<file path="src/rtl/mdio_master.sv">
// mdio_master: Clause-22 MDIO management-frame initiator (one register read or write per command).
// Latency: slot 0 starts the cycle after acceptance; the response pulses N*MDC_DIV+1 cycles after acceptance (N = 64, or 32 without preamble).
// Backpressure: cmd_ready is low for the whole frame; a new command can be taken in the completion (rsp_valid) cycle.
//
// Ports:
//   clk_200m, rst_200m           sole clock; asynchronous active-high reset
//   cmd_valid/cmd_ready          command handshake; cmd_write (1 = write, OP 01; 0 = read, OP 10),
//                                cmd_phyad, cmd_regad, cmd_wdata latched on acceptance
//   cmd_nopre                    only with MDIO_MASTER_PRE_SUPPRESS_EN defined: 1 skips the 32-slot preamble
//   rsp_valid                    one-cycle completion pulse
//   rsp_rdata, rsp_err           read data (0 after a write) and missing-turnaround flag, held until the next response
//   busy                         inverse of cmd_ready
//   mdc, mdio_out, mdio_oen      management clock, serial data, active-low pad output enable (1 = released)
//   mdio_in                      pad input, asynchronous to clk_200m
//
// Optional feature macro: MDIO_MASTER_PRE_SUPPRESS_EN (adds cmd_nopre). MDC_DIV must be even and >= 4.

module mdio_master #(
    parameter int MDC_DIV = 40
) (
    input  logic        clk_200m,
    input  logic        rst_200m,
    input  logic        cmd_valid,
    output logic        cmd_ready,
    input  logic        cmd_write,
    input  logic [4:0]  cmd_phyad,
    input  logic [4:0]  cmd_regad,
    input  logic [15:0] cmd_wdata,
`ifdef MDIO_MASTER_PRE_SUPPRESS_EN
    input  logic        cmd_nopre,
`endif
    output logic        rsp_valid,
    output logic [15:0] rsp_rdata,
    output logic        rsp_err,
    output logic        busy,
    output logic        mdc,
    output logic        mdio_out,
    output logic        mdio_oen,
    input  logic        mdio_in
);

    localparam int DIV_W = (MDC_DIV > 2) ? $clog2(MDC_DIV) : 1;
    localparam logic [DIV_W-1:0] DIV_LAST = DIV_W'(MDC_DIV - 1);
    localparam logic [DIV_W-1:0] DIV_HALF = DIV_W'(MDC_DIV / 2);

    typedef enum logic [3:0] {
        S_IDLE,
        S_PRE,
        S_ST,
        S_OP,
        S_PHY,
        S_REG,
        S_TA,
        S_DATA,
        S_DONE
    } state_t;

    state_t           state, state_nx;
    logic [4:0]       bit_cnt, bit_nx;
    logic [DIV_W-1:0] div_cnt, div_nx;
    logic             wr_q, wr_nx;
    logic [31:0]      tx_sr, tx_nx;
    logic [15:0]      rd_sr, rd_nx;
    logic             ta_err, ta_err_nx;
    logic             mdc_nx, out_nx, oen_nx;
    logic             rsp_valid_nx, err_nx;
    logic [15:0]      rdata_nx;
    logic             slot_end;
    logic             skip_pre;
    logic             mdio_s1, mdio_s2;

`ifdef MDIO_MASTER_PRE_SUPPRESS_EN
    // The preamble choice only matters for the first slot, so it is consumed at acceptance.
    assign skip_pre = cmd_nopre;
`else
    assign skip_pre = 1'b0;
`endif

    // DONE is the completion cycle; the block is already free to take the next command there,
    // which is what lets back-to-back frames start with only a one-clock gap.
    assign cmd_ready = (state == S_IDLE) || (state == S_DONE);
    assign busy      = ~cmd_ready;
    assign slot_end  = (div_cnt == DIV_LAST);

    // Index of the final slot of each field.
    function automatic logic [4:0] last_bit(input state_t s);
        case (s)
            S_PRE:              last_bit = 5'd31;
            S_ST, S_OP, S_TA:   last_bit = 5'd1;
            S_PHY, S_REG:       last_bit = 5'd4;
            S_DATA:             last_bit = 5'd15;
            default:            last_bit = 5'd0;
        endcase
    endfunction

    function automatic state_t field_after(input state_t s);
        case (s)
            S_PRE:   field_after = S_ST;
            S_ST:    field_after = S_OP;
            S_OP:    field_after = S_PHY;
            S_PHY:   field_after = S_REG;
            S_REG:   field_after = S_TA;
            S_TA:    field_after = S_DATA;
            S_DATA:  field_after = S_DONE;
            default: field_after = S_IDLE;
        endcase
    endfunction

    // Two-flop synchroniser for the asynchronous pad input; idle bus level is 1.
    always_ff @(posedge clk_200m or posedge rst_200m) begin
        if (rst_200m) begin
            mdio_s1 <= 1'b1;
            mdio_s2 <= 1'b1;
        end else begin
            mdio_s1 <= mdio_in;
            mdio_s2 <= mdio_s1;
        end
    end

    always_ff @(posedge clk_200m or posedge rst_200m) begin
        if (rst_200m) begin
            state     <= S_IDLE;
            bit_cnt   <= 5'd0;
            div_cnt   <= '0;
            wr_q      <= 1'b0;
            tx_sr     <= 32'hFFFF_FFFF;
            rd_sr     <= 16'h0000;
            ta_err    <= 1'b0;
            mdc       <= 1'b0;
            mdio_out  <= 1'b1;
            mdio_oen  <= 1'b1;
            rsp_valid <= 1'b0;
            rsp_rdata <= 16'h0000;
            rsp_err   <= 1'b0;
        end else begin
            state     <= state_nx;
            bit_cnt   <= bit_nx;
            div_cnt   <= div_nx;
            wr_q      <= wr_nx;
            tx_sr     <= tx_nx;
            rd_sr     <= rd_nx;
            ta_err    <= ta_err_nx;
            mdc       <= mdc_nx;
            mdio_out  <= out_nx;
            mdio_oen  <= oen_nx;
            rsp_valid <= rsp_valid_nx;
            rsp_rdata <= rdata_nx;
            rsp_err   <= err_nx;
        end
    end

    // All pin outputs are registered: values for a slot are computed on the clock that ends
    // the previous slot (or accepts the command), so they change only on a slot's first clock.
    always_comb begin
        state_nx     = state;
        bit_nx       = bit_cnt;
        div_nx       = div_cnt;
        wr_nx        = wr_q;
        tx_nx        = tx_sr;
        rd_nx        = rd_sr;
        ta_err_nx    = ta_err;
        mdc_nx       = mdc;
        out_nx       = mdio_out;
        oen_nx       = mdio_oen;
        rsp_valid_nx = 1'b0;
        rdata_nx     = rsp_rdata;
        err_nx       = rsp_err;

        case (state)
            S_IDLE, S_DONE: begin
                state_nx = S_IDLE;
                if (cmd_valid && cmd_ready) begin
                    state_nx = skip_pre ? S_ST : S_PRE;
                    bit_nx   = 5'd0;
                    div_nx   = '0;
                    mdc_nx   = 1'b0;
                    wr_nx    = cmd_write;
                    // Everything after the preamble as one MSB-first word. For reads the
                    // TA/DATA part is all ones, matching the released-bus output level.
                    tx_nx    = cmd_write ? {2'b01, 2'b01, cmd_phyad, cmd_regad, 2'b10, cmd_wdata}
                                         : {2'b01, 2'b10, cmd_phyad, cmd_regad, 18'h3FFFF};
                    out_nx   = ~skip_pre;
                    oen_nx   = 1'b0;
                end
            end

            default: begin
                if (!slot_end) begin
                    div_nx = div_cnt + 1'b1;
                    mdc_nx = (div_nx >= DIV_HALF);
                end else begin
                    div_nx = '0;
                    mdc_nx = 1'b0;

                    // The preamble is not part of tx_sr, so only shift once past it.
                    if (state != S_PRE) begin
                        tx_nx = {tx_sr[30:0], 1'b1};
                    end

                    if (!wr_q) begin
                        if ((state == S_TA) && (bit_cnt == 5'd1)) begin
                            ta_err_nx = mdio_s2;
                        end
                        if (state == S_DATA) begin
                            rd_nx = {rd_sr[14:0], mdio_s2};
                        end
                    end

                    if (bit_cnt == last_bit(state)) begin
                        state_nx = field_after(state);
                        bit_nx   = 5'd0;
                    end else begin
                        bit_nx   = bit_cnt + 5'd1;
                    end

                    if (state_nx == S_DONE) begin
                        rsp_valid_nx = 1'b1;
                        rdata_nx     = wr_q ? 16'h0000 : rd_nx;
                        err_nx       = ~wr_q & ta_err_nx;
                        out_nx       = 1'b1;
                        oen_nx       = 1'b1;
                    end else begin
                        out_nx = (state_nx == S_PRE) ? 1'b1 : tx_nx[31];
                        // Reads hand the bus to the responder from the first TA slot on.
                        oen_nx = ~wr_q & ((state_nx == S_TA) || (state_nx == S_DATA));
                    end
                end
            end
        endcase
    end

endmodule

</file>
<file path="config.mk">
export PLATFORM = sky130hd
export DESIGN_NAME = mdio_master
export DESIGN_NICKNAME = d
export VERILOG_FILES = /design/src/rtl/mdio_master.sv
export SDC_FILE = /design/constraint.sdc
export NUM_CORES = 1
export LEC_CHECK = 0
export ABC_CLOCK_PERIOD_IN_PS = 3500
export BUFFER_PORTS_ARGS = -buffer_cell sky130_fd_sc_hd__buf_2
export CAP_MARGIN = 25
export CORE_MARGIN = 2
export CORE_UTILIZATION = 50
export DETAILED_ROUTE_END_ITERATION = 10
export GPL_TIMING_DRIVEN = 0
export PLACE_DENSITY = 0.7
export SYNTH_ARGS = -nofsm -noshare
export SYNTH_HDL_FRONTEND = slang
export SYNTH_SLANG_ARGS = --single-unit
export TNS_END_PERCENT = 50
</file>
<file path="constraint.sdc">
create_clock -name clk_200m -period 3.5 [get_ports clk_200m]
set_clock_uncertainty 0.1 [all_clocks]
set_input_delay 0.7 -clock clk_200m [delete_from_list [all_inputs] [get_ports clk_200m]]
set_output_delay 0.7 -clock clk_200m [all_outputs]
set_load 0.02 [all_outputs]
</file>
=== Word level (Yosys, flattened, before mapping) ===
Index checks and enable logic that the tools add are counted.

* Register bits: 88
* Latch bits: 0
* RAM bits: 0
* Bits in read-only memories: 0
* Bits of input ports: 31
* Output and inout bits: 23
* Word-level logic and storage cells: 99
* Memories kept: 0

* $add $sub $neg: 2
* Multipliers: 0
* Divide/modulo/power cells: 0
* Order comparisons: 1
* Equality and inequality tests: 17
* Shift operators: 0
* Mux-type cells: 43
* Bitwise logic cells: 5
* Reductions and logical operators: 15

{| class="wikitable"
|+ Operator list
! operator !! count
|-
| $mux 32 || 4
|-
| $mux 16 || 3
|-
| $mux 30 || 1
|-
| $mux 5 || 6
|-
| $pmux 4 s7 || 1
|-
| $eq 4x3->1 const B || 6
|-
| $mux 4 || 5
|-
| $pmux 5 s4 || 1
|-
| $mux 1 || 19
|-
| $mux 6 || 3
|-
| $eq 4x1->1 const B || 2
|-
| $eq 4x2->1 const B || 2
|-
| $eq 4x4->1 const B || 2
|-
| $add 6x1->6 const B || 1
|-
| $eq 6x6->1 const B || 1
|-
| $ge 6x5->1 const B || 1
|-
| $reduce_and 2->1 || 3
|-
| $reduce_and 3->1 || 2
|-
| $add 5x1->5 const B || 1
|-
| $eq 5x1->1 const B || 1
|-
| $eq 5x5->1 || 1
|-
| $logic_not 4->1 || 1
|-
| $ne 4x1->1 const B || 1
|-
| $reduce_bool 2->1 || 2
|-
| other kinds (7) || 13
|}

=== Longest topological paths before layout ===
Gate-level depths: netlist of run 1.

* Word-level depth: 15
* Gate-level depth with buffers: 9

=== Worst setup path after synthesis of run 1 ===
OpenSTA, ideal clock, no wires.

* Kind: register to register
* Start: register div_cnt[0]
* End: register rsp_rdata[0]
* Arrival time: 2126 ps
* Setup slack: 1130 ps
* Stages on the path, launching flop included: 10
* Clock period less this slack: 2370 ps
* Cells stage by stage: dfrtp_1 ha_1 nand2_2 or4b_1 buf_4 a2111oi_4 nand3_4 buf_2 nand2_1 o31ai_2

* Word-level cells in the longest chain between the ends: 2

{| class="wikitable"
|+ RTL lines
! what !! RTL line !! RTL
|-
| from (decl) || 60 || <nowiki>logic [DIV_W-1:0] div_cnt, div_nx;</nowiki>
|-
| from (signal assigned) || 138 || <nowiki>div_cnt <= div_nx;</nowiki>
|-
| $eq 6x6->1 || 83 || <nowiki>assign slot_end = (div_cnt == DIV_LAST);</nowiki>
|-
| $reduce_and 3->1 (no source line) || - ||
|-
| to (signal assigned) || 147 || <nowiki>rsp_rdata <= rdata_nx;</nowiki>
|-
| to (decl) || 33 || <nowiki>output logic [15:0] rsp_rdata,</nowiki>
|}

Every way passes these cells.
A chain may end at the register's enable or synchronous reset.

=== Final worst setup path of run 1 ===
* Start: register state[0]
* End: output port cmd_ready

* Word-level cells in the longest chain between the ends: 2

{| class="wikitable"
|+ RTL lines
! what !! RTL line !! RTL
|-
| from (decl) || 58 || <nowiki>state_t state, state_nx;</nowiki>
|-
| from (signal assigned) || 136 || <nowiki>state <= state_nx;</nowiki>
|-
| $eq 4x4->1 or $logic_not 4->1 (tied branches) || 81 || <nowiki>assign cmd_ready = (state == S_IDLE) || (state == S_DONE);</nowiki>
|-
| $logic_or 1x1->1 * || 81 ||
|-
| to (decl) || 24 || <nowiki>output logic cmd_ready,</nowiki>
|}

Mark *: on every way between the ends. The rest lies on a longest branch, timed or not.

==> results list, run 1 <==
* Run status: complete, no violations
- Across the run, the number of max-cap violations was 0.
- In this run the worst path has a maximum fanout of 10.
- Cell count after placement: 584
- The die covers 9610 sq um.
- The first global-routing pass estimated 15900 um of wire.
- Synthesized netlist net count: 458
- Number of hold-slack violations in the final timing report: 0
- CP cell instances: nor3_1 -> clkbuf_1 -> clkbuf_1 -> buf_2
- The H-tree was split into 3 levels.
- Port-buffer cells: 52
- Most numerous cell types in the synthesized netlist: nand2_1, o21ai_0, dfrtp_1
* Area growth from synthesis to final layout: 14.2%
- Measured on the finished design, the core utilization comes to 58.5%.
- Final critical-path required period: 3.24 ns
* Placement Rows: 34
* Number of clock sinks: 88
* Category of the critical setup timing path: reg -> out
- Fin. max-slew vios: 0
- Cell Area, Synth: 4420 sq um
- Highest cell delay on the worst timing path: 0.50 ns
- Cell types with the largest area share after synthesis: dfrtp_1, dfstp_2, o21ai_0
- Counting flops and latches in the post-synthesis netlist gives 88.
- The clock reaches the later pin of the worst-skew pair after 0.36 ns.
- In the synthesized netlist the dominant register cell turns out to be dfrtp_1.
- Post-synthesis cell type with the largest combined area: dfrtp_1
- IR analysis of the VDD net gives a maximum drop of 225 uV.
- Total core area: 8640 sq um
- Count of mapped cells out of synthesis: 423
- Setup violations remaining at the end of the flow were counted as 0.
- After synthesis, the share of flip-flops with an asynchronous set or reset is 100%.
* Element type at the critical path end: output port
- Post-CTS Resized: 0
- Buffers added to address setup during post-CTS repair amount to 0.
- Headroom to the max-slew limit: 55.2%
- The number of antenna violations at the first check in global routing came to 0.
* Cell at the slowest stage of the critical path: nor3_1
* Final critical-path share of the clock period: 92.7%
* Total cell area at the placement stage: 4850 sq um
* Worst endpoint required time: 2.70 ns
- Sequential cells were found to cover 50.8% of the synthesized design area.
- Setup repair after global routing missed its margin: no
* Synth warnings: 0
* Sort of element at the start of the critical path: flip-flop
- Post-route cell area: 5050 sq um
- The number of global-route vias before repair is 3277.
* Cell Pwr Density: 355 nW/um^2
- Cell repeated most along the worst path: clkbuf_1
* Vias per cell: 5.63
- Y dimension of the die: 98.1 um
- The first detailed-routing pass took 4 iterations.
- Leading cell type by number of instances after synthesis: nand2_1
- R2R Path Start: div_cnt[0]
- Detailed placer's ending HPWL: 6270 um
- Data on the critical path arrives at its endpoint at 2.44 ns.
- The worst path meets setup with 0.256 ns of slack.
- Post-Layout Cell Count: 600
* Number of buffers created by CTS: 9
- The analysis attributes to cell leakage a power of 2.07 nW.
- Synthesized area per cell: 10.5 sq um
- Routability cong.: 0.850
* DRC: 0
* Largest net degree at the start of global routing: 48
* Chip width: 98.1 um
- In this run the worst hold path is classified as reg -> reg.
- In the final routed layout, each cell accounts on average for 15.2 um.
* Maximum number of buffers from clock root to sink: 2
- Distinct cell type count of the synthesized netlist: 53
* Initial detailed-routing violation count: 198
- The number of antenna diodes in the final layout is 0.
- In the final layout, the share of cells above drive strength 1 is 31.5%.
- Once the floorplan was initialized, standard cells occupied 51.2% of the core.
- The detailed router placed 3377 vias in this run.
- Top cell type's share of synthesized area: 29.4%
- Slew @ Worst Pin: 0.672 ns
- Critical path origin: state[0]
* Total routing resource utilization after global routing: 20.2%
- Count of pins on the block boundary: 54
* Hold_buf cts: 0
- Post-route ant nets: 0
- For this block, the routed nets add up to 9120 um of wire.
- For this run, the post-layout net count is 522.
* Setup slack after placement: 0.601 ns
- The design draws 1.79 mW.
- Clock tree from TritonCTS: built
- Max Clock Freq: 308 MHz
- Global route overflow: 0
* Worst min-delay path startpoint: mdio_s1
- Clock input transition at the sequential cells of the worst setup and hold paths: 0.09 ns
- The root buffer cell chosen for the clock tree is clkbuf_8.
- Yosys mapped a number of flops with a built-in enable equal to 0.
-- where the power goes --
part | leakage, nW | total, mW | internal (mW) | switching [mW]
Clock | 0.0925 | 0.725 | 0.336 | 0.389
Combinational | 0.888 | 0.0469 | 0.0182 | 0.0287
Sequential | 1.09 | 1.02 | 1.02 | 0.000981
-- cells by family (layout without fill, tap and decap cells) --
kind of cell    Yosys count  in the layout  synth area share [%]
mux                      45             45                  10.7
flops                    88             88                  50.8
simple gates            134            134                  15.6
compound gates          113            113                  17.5
buf+inv                  37            106                  3.90
xor+xnor                  2              2                 0.396
fa+ha+maj                 4              4                  1.13
-- worst max-delay path, delay by kind of cell (launching register included) --
family / cells / cell delay [ns]
buffers and inverters: 3 / 1.16
flip-flops: 1 / 0.42
AND/OR/NAND/NOR: 1 / 0.50
-- through the flow --
| stage | setup TNS, ns | hold slack (ns) |
|---|---|---|
| 3_5_place_dp | 0 | 0.253 |
| 6_report | 0 | 0.268 |
| 4_1_cts | 0 | 0.267 |
| 3_3_place_gp | -27.89 | 0.246 |
| 5_1_grt | 0 | 0.273 |
| 2_1_floorplan | 0 | 0.245 |
-- sequential cells by signal, indices dropped and copies added (netlist names), 4 cells and up --
name	cells
rd_sr	16
tx_sr	32
state	4
bit_cnt	5
div_cnt	6
rsp_rdata	16
-- per-layer routing --
metal	vias to the layer above	part of all wire [%]	wire length [um]	track usage [%]
li1	1646	-	-	-
met1	1647	50	4570	30.2
met2	74	45	4070	30.6
met3	10	4.1	373	3.87
met4	0	1.1	101	5.24
met5	-	0	0	0
-- area by class of cell --
| type | instances | area (sq um) |
|---|---|---|
| Clock inverter | 7 | 78.8 |
| Inverter | 10 | 40.0 |
| Buffer | 27 | 135 |
| Sequential cell | 88 | 2250 |
| Fill cell | 752 | 3580 |
| Timing Repair Buffer | 53 | 288 |
| Multi-Input combinational cell | 298 | 2000 |
| Clock buffer | 9 | 124 |
| Tap cell | 108 | 135 |
-- layout by cell type (no fill, tap or decap), drive strengths merged, types with 2 or more instances in the layout --
cell      netlist  layout
o31ai          16      16
clkinvlp        0       3
clkbuf         17      26
o22ai           3       3
o21ai          61      61
nor2           14      14
nor3            6       6
nand2b          6       6
nor2b           5       5
o311ai          2       2
xor2            2       2
mux2i          27      27
buf            10      63
inv            10      12
dfstp          36      36
a22o            2       2
a21o            2       2
ha              4       4
a21oi           9       9
nand4           4       4
nand3           8       8
dfrtp          52      52
nand2          67      67
a31oi           5       5
nand3b         17      17
a2111oi         2       2
mux2           18      18
o41ai           3       3
-- path summary, 6_finish.rpt --
check / cells past startpoint / slack (ns) / to
hold / removal: 0 / 0.27 / mdio_s2
min in group asynchronous: 2 / 0.28 / rsp_rdata[0]
setup reg to reg: 8 / 0.84 / tx_sr[8]
hold reg to reg: 0 / 0.27 / mdio_s2
max in group asynchronous: 3 / 2.35 / tx_sr[30]
setup / recovery: 4 / 0.26 / cmd_ready
Note: power is estimated with default switching activity, not from simulation.
==> inputs of run 2 (changes only) <==
BUFFER_PORTS_ARGS = default   (was -buffer_cell sky130_fd_sc_hd__buf_2)
DONT_BUFFER_PORTS = 1   (was default)
PLACE_DENSITY = default   (was 0.7)
RECOVER_POWER = 50   (was default)
==> run 2 against run 1 <==
Via count shrank 5.8%. Worst setup slack gained 0.091 ns. Sequential cell count did not move. Count of clock-buffer cells in the layout grew 1. Wire length is 1.8% higher. Critical path depth shrank 1. Highest routed layer unchanged. Design area fell by 6.2%. Final cell count fell by 8.5%. Combinational power down 44%. Register-to-register slack got worse by 0.02 ns.
==> results list, run 2 (synthesized netlist as in run 1, its figures left out) <==
- For the worst setup path, the data required time is 2.70 ns.
- Most frequent cells in the layout: nand2_1, o21ai_0, dfrtp_1, dfstp_2, mux2i_1
- Total routing resource utilization after global routing: 20.4%
- CP cell instances: nor3_1 -> clkbuf_1 -> clkbuf_1
* Overall power of the completed layout: 1.70 mW
* Area occupied by registers: 2250 sq um
- Worst min path class: in -> reg
- Clock Root Buffer: clkbuf_8
- Final-stage net count: 470
- Most common library cell in the layout ignoring fill and taps: nand2_1
- TritonCTS built the clock tree.
- Initial detailed-routing violation count: 129
- Buffers inserted during post-CTS setup optimization: 0
* Fin. max-slew vios: 0
* Category of the critical setup timing path: reg -> out
- Per report_power, the combinational group accounts for 1.6% of the total.
* Global-route wire length before repair: 15800 um
* Max Clock Freq: 317 MHz
* Run status: complete, no violations
* Total core area: 8640 sq um
- Largest net degree at the start of global routing: 62
- The clock reaches the later pin of the worst-skew pair after 0.36 ns.
- Sort of element at the start of the critical path: flip-flop
* Number of global-route vias before repair: 3154
* Area growth from synthesis to final layout: 7.13%
- After detailed routing, the wire length on met1 is 4470 um.
- Element type at the critical path end: output port
* Max-cap viol count: 0
- Vias per cell: 5.80
* Static leakage power: 1.81 nW
- The multi-input combinational cells in the finished layout cover a total of 2000 sq um.
* R2R depth: 8
- Cell at the slowest stage of the critical path: clkbuf_1
* Area of the die: 9610 sq um
- After detailed routing, the average wire length per cell comes to 16.9 um.
- Fill cells in the final layout number 775.
* Setup slack after placement: 0.704 ns
- Gates resized during post-CTS repair numbered 0.
- Count of pins on the block boundary: 54
- Setup violations remaining at the end of the flow were counted as 0.
- Largest delay share family, worst path: buffers and inverters
- After global routing the overflow that remains totals 0.
* Detailed placer's ending HPWL: 6460 um
- Clock input transition at the sequential cells of the worst setup and hold paths: 0.09 ns
- The H-tree generated during clock tree synthesis spans 3 levels.
- The detailed router used layers up to and including met4.
- Routed length on met3: 407 um
- Final hold analysis gives a worst-case slack of 0.228 ns.
- The first detailed-routing pass took 4 iterations.
- Crit path arrival time: 2.35 ns
- Number of clock sinks: 88
* Chip width: 98.1 um
* Effective utilization at floorplan: 51.2%
- Routability cong.: 0.858
* Largest fanout of any net on the critical path: 10
- Worst min-delay path startpoint: mdio_in
- Setup slack closes at 0.347 ns.
- Counting along the longest clock path gives a buffer depth of 2.
- Number of buffers created by CTS: 9
- In the finished design, the share of the clock period the worst path needs comes to 90.1%.
- Setup repair after global routing missed its margin: no
- Cell repeated most along the worst path: clkbuf_1
- The startpoint identified for the worst register-to-register timing path is div_cnt[0].
- The number of buffers and inverters on the critical path is 2.
- The number of antenna violations at the first check in global routing came to 1.
- Sequential cells account for 60.0% of the total power.
- Y dimension of the die: 98.1 um
* Hold Crit Endpoint: mdio_s1
* Via count of the routed design: 3182
- Register with the most flip-flops: tx_sr
* Hold_buf cts: 0
- Met2 Routed Length: 4270 um
- Highest cell delay on the worst timing path: 0.60 ns
- The register with the most flip-flops in the layout has 32 of them.
- Post-route ant nets: 0
- Along the worst hold path, the cell count comes to 0.
* Capture point of the worst reg-to-reg path: tx_sr[14]
* Registers with the most flip-flops: tx_sr x32, rd_sr x16, rsp_rdata x16
- In this run, the clock network consumes 38.4% of the power.
- Placement Rows: 34
- The routed design could run at a clock period as short as 3.15 ns.
- For this run, design rule violations remaining after detail routing come to 0.
- Number of hold-slack violations in the final timing report: 0
* Port-buffer cells: 0
- Setup slack of the most critical reg-to-reg path: 0.82 ns
- The worst pin sits at a relative slew slack of 0.686%.
* Worst-case vdd ir drop: 248 uV
- Power spent charging and discharging nets: 0.414 mW
- Cell Pwr Density: 359 nW/um^2
- Fraction of layout cells with a size suffix above 1: 23.2%
- Total wirelength of the detailed-routed design: 9290 um
* P_int: 1.29 mW
* Switching part of the total: 24.4%
- For the pin with the worst max-slew slack, the measured transition is 1.49 ns.
[run 2: changes by cell type in the layout (fill, tap and decap cells not counted)]
cell,delta
clkbuf_1,+1
bufinv_16,-1
clkinvlp_4,-2
clkbuf_2,+1
clkinvlp_2,+1
inv_4,-1
buf_16,-1
buf_2,-52
diode_2,+1
clkinv_2,+2
[run 2: per-layer routing]
metal	global-route usage, %	vias to the layer above
li1	-	1538
met1	28.7	1577
met2	31.4	54
met3	4.94	13
met4	6.73	0
met5	0	-
[run 2: area by class of cell]
cell class | instances | area share (%)
timing repair buffer | 1 | 0.106
clock inverter | 6 | 0.924
clock buffer | 10 | 2.69
inverter | 10 | 0.819
multi-input combinational | 298 | 42.3
sequential | 88 | 47.4
tap | 108 | 2.85
antenna | 1 | 0.0528
buffer | 27 | 2.85
[run 2: power groups by stage]
| stage | logic, mW | clock network (mW) | registers, mW |
|---|---|---|---|
| after global placement | 0.0276 | 0 | 1.04 |
| after floorplan | 0.0203 | 0 | 1.04 |
| after detailed placement | 0.0318 | 0 | 1.04 |
| after global routing | 0.0316 | 0.714 | 1.02 |
| after CTS | 0.0318 | 0.669 | 1.02 |
| final | 0.0264 | 0.654 | 1.02 |
[run 2: metrics by stage]
| stage | std cells | TNS [ns] | utilization (%) | cell area [sq um] |
|---|---|---|---|---|
| floorplan | 423 | 0 | - | 4420 |
| global placement | 531 | -29.36 | 52.8 | 4560 |
| detailed placement | 532 | 0 | 53.1 | 4590 |
| CTS | 548 | 0 | 55.1 | 4760 |
| global route | 549 | 0 | 54.9 | 4740 |
| finish | 549 | 0 | 54.9 | 4740 |
[run 2: worst reg2reg max path, stage by stage (launching register included)]
cell and delay, ns:
dfrtp_1 0.48, ha_1 0.34, nand2_2 0.09, or4b_1 0.46, buf_4 0.19, a21oi_1 0.20
a21oi_1 0.18, clkbuf_1 0.30, o21ai_0 0.25
[run 2: worst max-delay path by stage]
| stage | to | cells past startpoint | slack [ns] | from |
|---|---|---|---|---|
| 3_3_place_gp | bit_cnt[1] | 1 | -0.57 | rst_200m |
| 5_1_grt | cmd_ready | 3 | 0.18 | state[2] |
| 3_5_place_dp | cmd_ready | 3 | 0.70 | state[2] |
| 4_1_cts | cmd_ready | 3 | 0.31 | state[2] |
| 6_report | cmd_ready | 3 | 0.35 | state[2] |
| 2_1_floorplan | bit_cnt[0] | 1 | 0.48 | rst_200m |
==> inputs of run 3 (changes only) <==
ABC_CLOCK_PERIOD_IN_PS = 2700   (was 3500)
PLACE_DENSITY = 0.68   (was default)
clock period = 2.7 ns   (was 3.5 ns; I/O delays follow)
==> run 3 against run 2 <==
Utilization rose by 1.3 points. Hold slack lost 0.15 ns. Design area grew 2.3%. Non-clock buffer count is 2 higher. Total power grew 41%. Largest cell class unchanged. Highest routed layer unchanged.
==> results list, run 3 (synthesized netlist as in run 1, its figures left out) <==
* Run status: complete, no violations
- The first detailed-routing pass ran for 6 iterations.
* Clock input transition at the sequential cells of the worst setup and hold paths: 0.08 ns
- Crit path arrival time: 1.94 ns
- In this run the clock root is driven by a clkbuf_8.
- Diode insertion count for antenna repair: 0
- Detailed placer's ending HPWL: 6440 um
- Across the run, the number of max-cap violations was 0.
* Area of the die: 9610 sq um
- The worst setup path is of the reg -> out kind.
- The clock passes through at most 2 buffers.
* Number of clock sinks: 88
- Sort of element at the start of the critical path: flip-flop
- Worst slack on hold paths: 0.0794 ns
- In the routed design, unresolved DRC markers number 0.
- Register with the most flip-flops: tx_sr
* Registers with the most flip-flops: tx_sr x32, rd_sr x16, rsp_rdata x16
* Number of hold-slack violations in the final timing report: 0
- Fin. max-slew vios: 0
* Number of global-route vias before repair: 3171
- Most frequent cells in the layout: nand2_1, o21ai_0, dfrtp_1, dfstp_2, mux2i_1
* Via count of the routed design: 3198
* Overall power of the completed layout: 2.39 mW
- The library cell used most frequently in the layout, excluding fill and tap cells, is nand2_1.
* Vias per cell: 5.81
* Element type at the critical path end: output port
- Routability cong.: 0.892
- For this block, the initial DRC count from the detailed router was 181.
- Clock tree from TritonCTS: built
- The register with the most flip-flops in the layout has 32 of them.
* Final critical-path required period: 2.58 ns
- For this block, the routed nets add up to 9350 um of wire.
* Total routing resource utilization after global routing: 20.5%
- Headroom to the max-slew limit: 45.0%
* Chip width: 98.1 um
- Final setup viols: 0
* Total core area: 8640 sq um
- The tightest min-delay check is of the in -> reg type.
- The filler cells instantiated in the layout total 761.
- Placement Rows: 34
- Entering global routing, the biggest net connects 44 pins.
- At the pin with the least slew margin, the transition time is 0.821 ns.
- CP cell instances: nor3_2 -> clkbuf_2 -> inv_1 -> clkbuf_1
- Cell at the slowest stage of the critical path: dfrtp_1
* Per-cell routed wire length: 17.0 um
* Antenna violations before repair: 0
* Global route overflow: 0
* Final-stage net count: 472
- For the worst setup path, the data required time is 2.06 ns.
- For the final routed database, the setup TNS stands at 0 ns.
- Area growth from synthesis to final layout: 9.59%
- Buffers inserted during post-CTS setup optimization: 0
- The analysis attributes to cell leakage a power of 1.87 nW.
- Global-route wire length before repair: 15900 um
- During I/O placement, the number of pins put on the boundary was 54.
- Worst-case vdd ir drop: 403 uV
- Based on the critical path, the design can be clocked at up to 387 MHz.
- Clock latency on the worst-skew pair, taken at its later pin, is 0.36 ns.
* Fraction of layout cells with a size suffix above 1: 25.3%
- Once detail routing completed, the nets flagged for antenna violations numbered 0.
* Port-buffer cells: 0
- In this run the number of H-tree levels came out at 3.
* Highest cell delay on the worst timing path: 0.43 ns
- Setup repair after global routing left no endpoint under its margin.
- Number of buffers created by CTS: 9
- Final critical-path share of the clock period: 95.6%
- Y dimension of the die: 98.1 um
* Largest fanout of any net on the critical path: 10
- For this configuration, the core starts out at a cell density of 51.2%.
- In this run the power density over the cells is 494 nW/um^2.
run 3: power breakdown:
part / switching [mW] / leakage, nW / internal [mW] / total [mW]
logic: 0.0302 / 0.667 / 0.00789 / 0.0381
clock network: 0.480 / 0.115 / 0.552 / 1.03
registers: 0.00105 / 1.09 / 1.32 / 1.32
run 3: final timing paths:
path                                 end  cells past startpoint  slack (ns)       start
min in group asynchronous   rsp_rdata[2]                      2        0.65    rst_200m
max in group asynchronous      tx_sr[29]                      4        0.32    rst_200m
setup reg to reg           rsp_rdata[11]                      9        0.21  div_cnt[1]
hold reg to reg                  mdio_s2                      0        0.26     mdio_s1
hold / removal                   mdio_s1                      0        0.08     mdio_in
setup / recovery                    busy                      4        0.12    state[2]
run 3: cell type report:
cell class                 count  area [sq um]  share of cell area (%)
sequential                    88          2250                    46.4
multi-input combinational    298          2020                    41.8
buffer                        27           145                    2.99
clock buffer                  10           138                    2.84
tap                          108           135                    2.79
clock inverter                 6          90.1                    1.86
inverter                      10          38.8                   0.800
timing repair buffer           3          26.3                   0.542
run 3: repair_timing:
item | CTS | global route
pin swaps | 0 | 0
hold endpoints to repair | 18 | 0
resized for setup | 3 | 16
endpoints found under the setup margin | 2 | 61
hold buffers | 1 | 0
cloned | 0 | 0
run 3: worst max-delay path, delay by kind of cell (launching register included):
family,cells,cell delay [ns]
simple gates,1,0.43
flops,1,0.43
buf+inv,3,0.72
run 3: stage by stage:
stage          std cells  utilization, %  setup WS [ns]  area [sq um]
4_1_cts              550            56.1        0.00956          4850
2_1_floorplan        423               -          0.330          4430
6_report             550            56.1          0.119          4850
3_5_place_dp         533            53.3         0.0366          4600
3_3_place_gp         531            52.8         0.0593          4560
5_1_grt              550            56.1         0.0225          4850
run 3: routing by layer:
metal / up-vias / wire (um) / track usage, %
li1: 1546 / - / -
met1: 1598 / 4450 / 28.4
met2: 47 / 4350 / 31.8
met3: 7 / 445 / 5.23
met4: 0 / 114 / 6.84
met5: - / 0 / 0
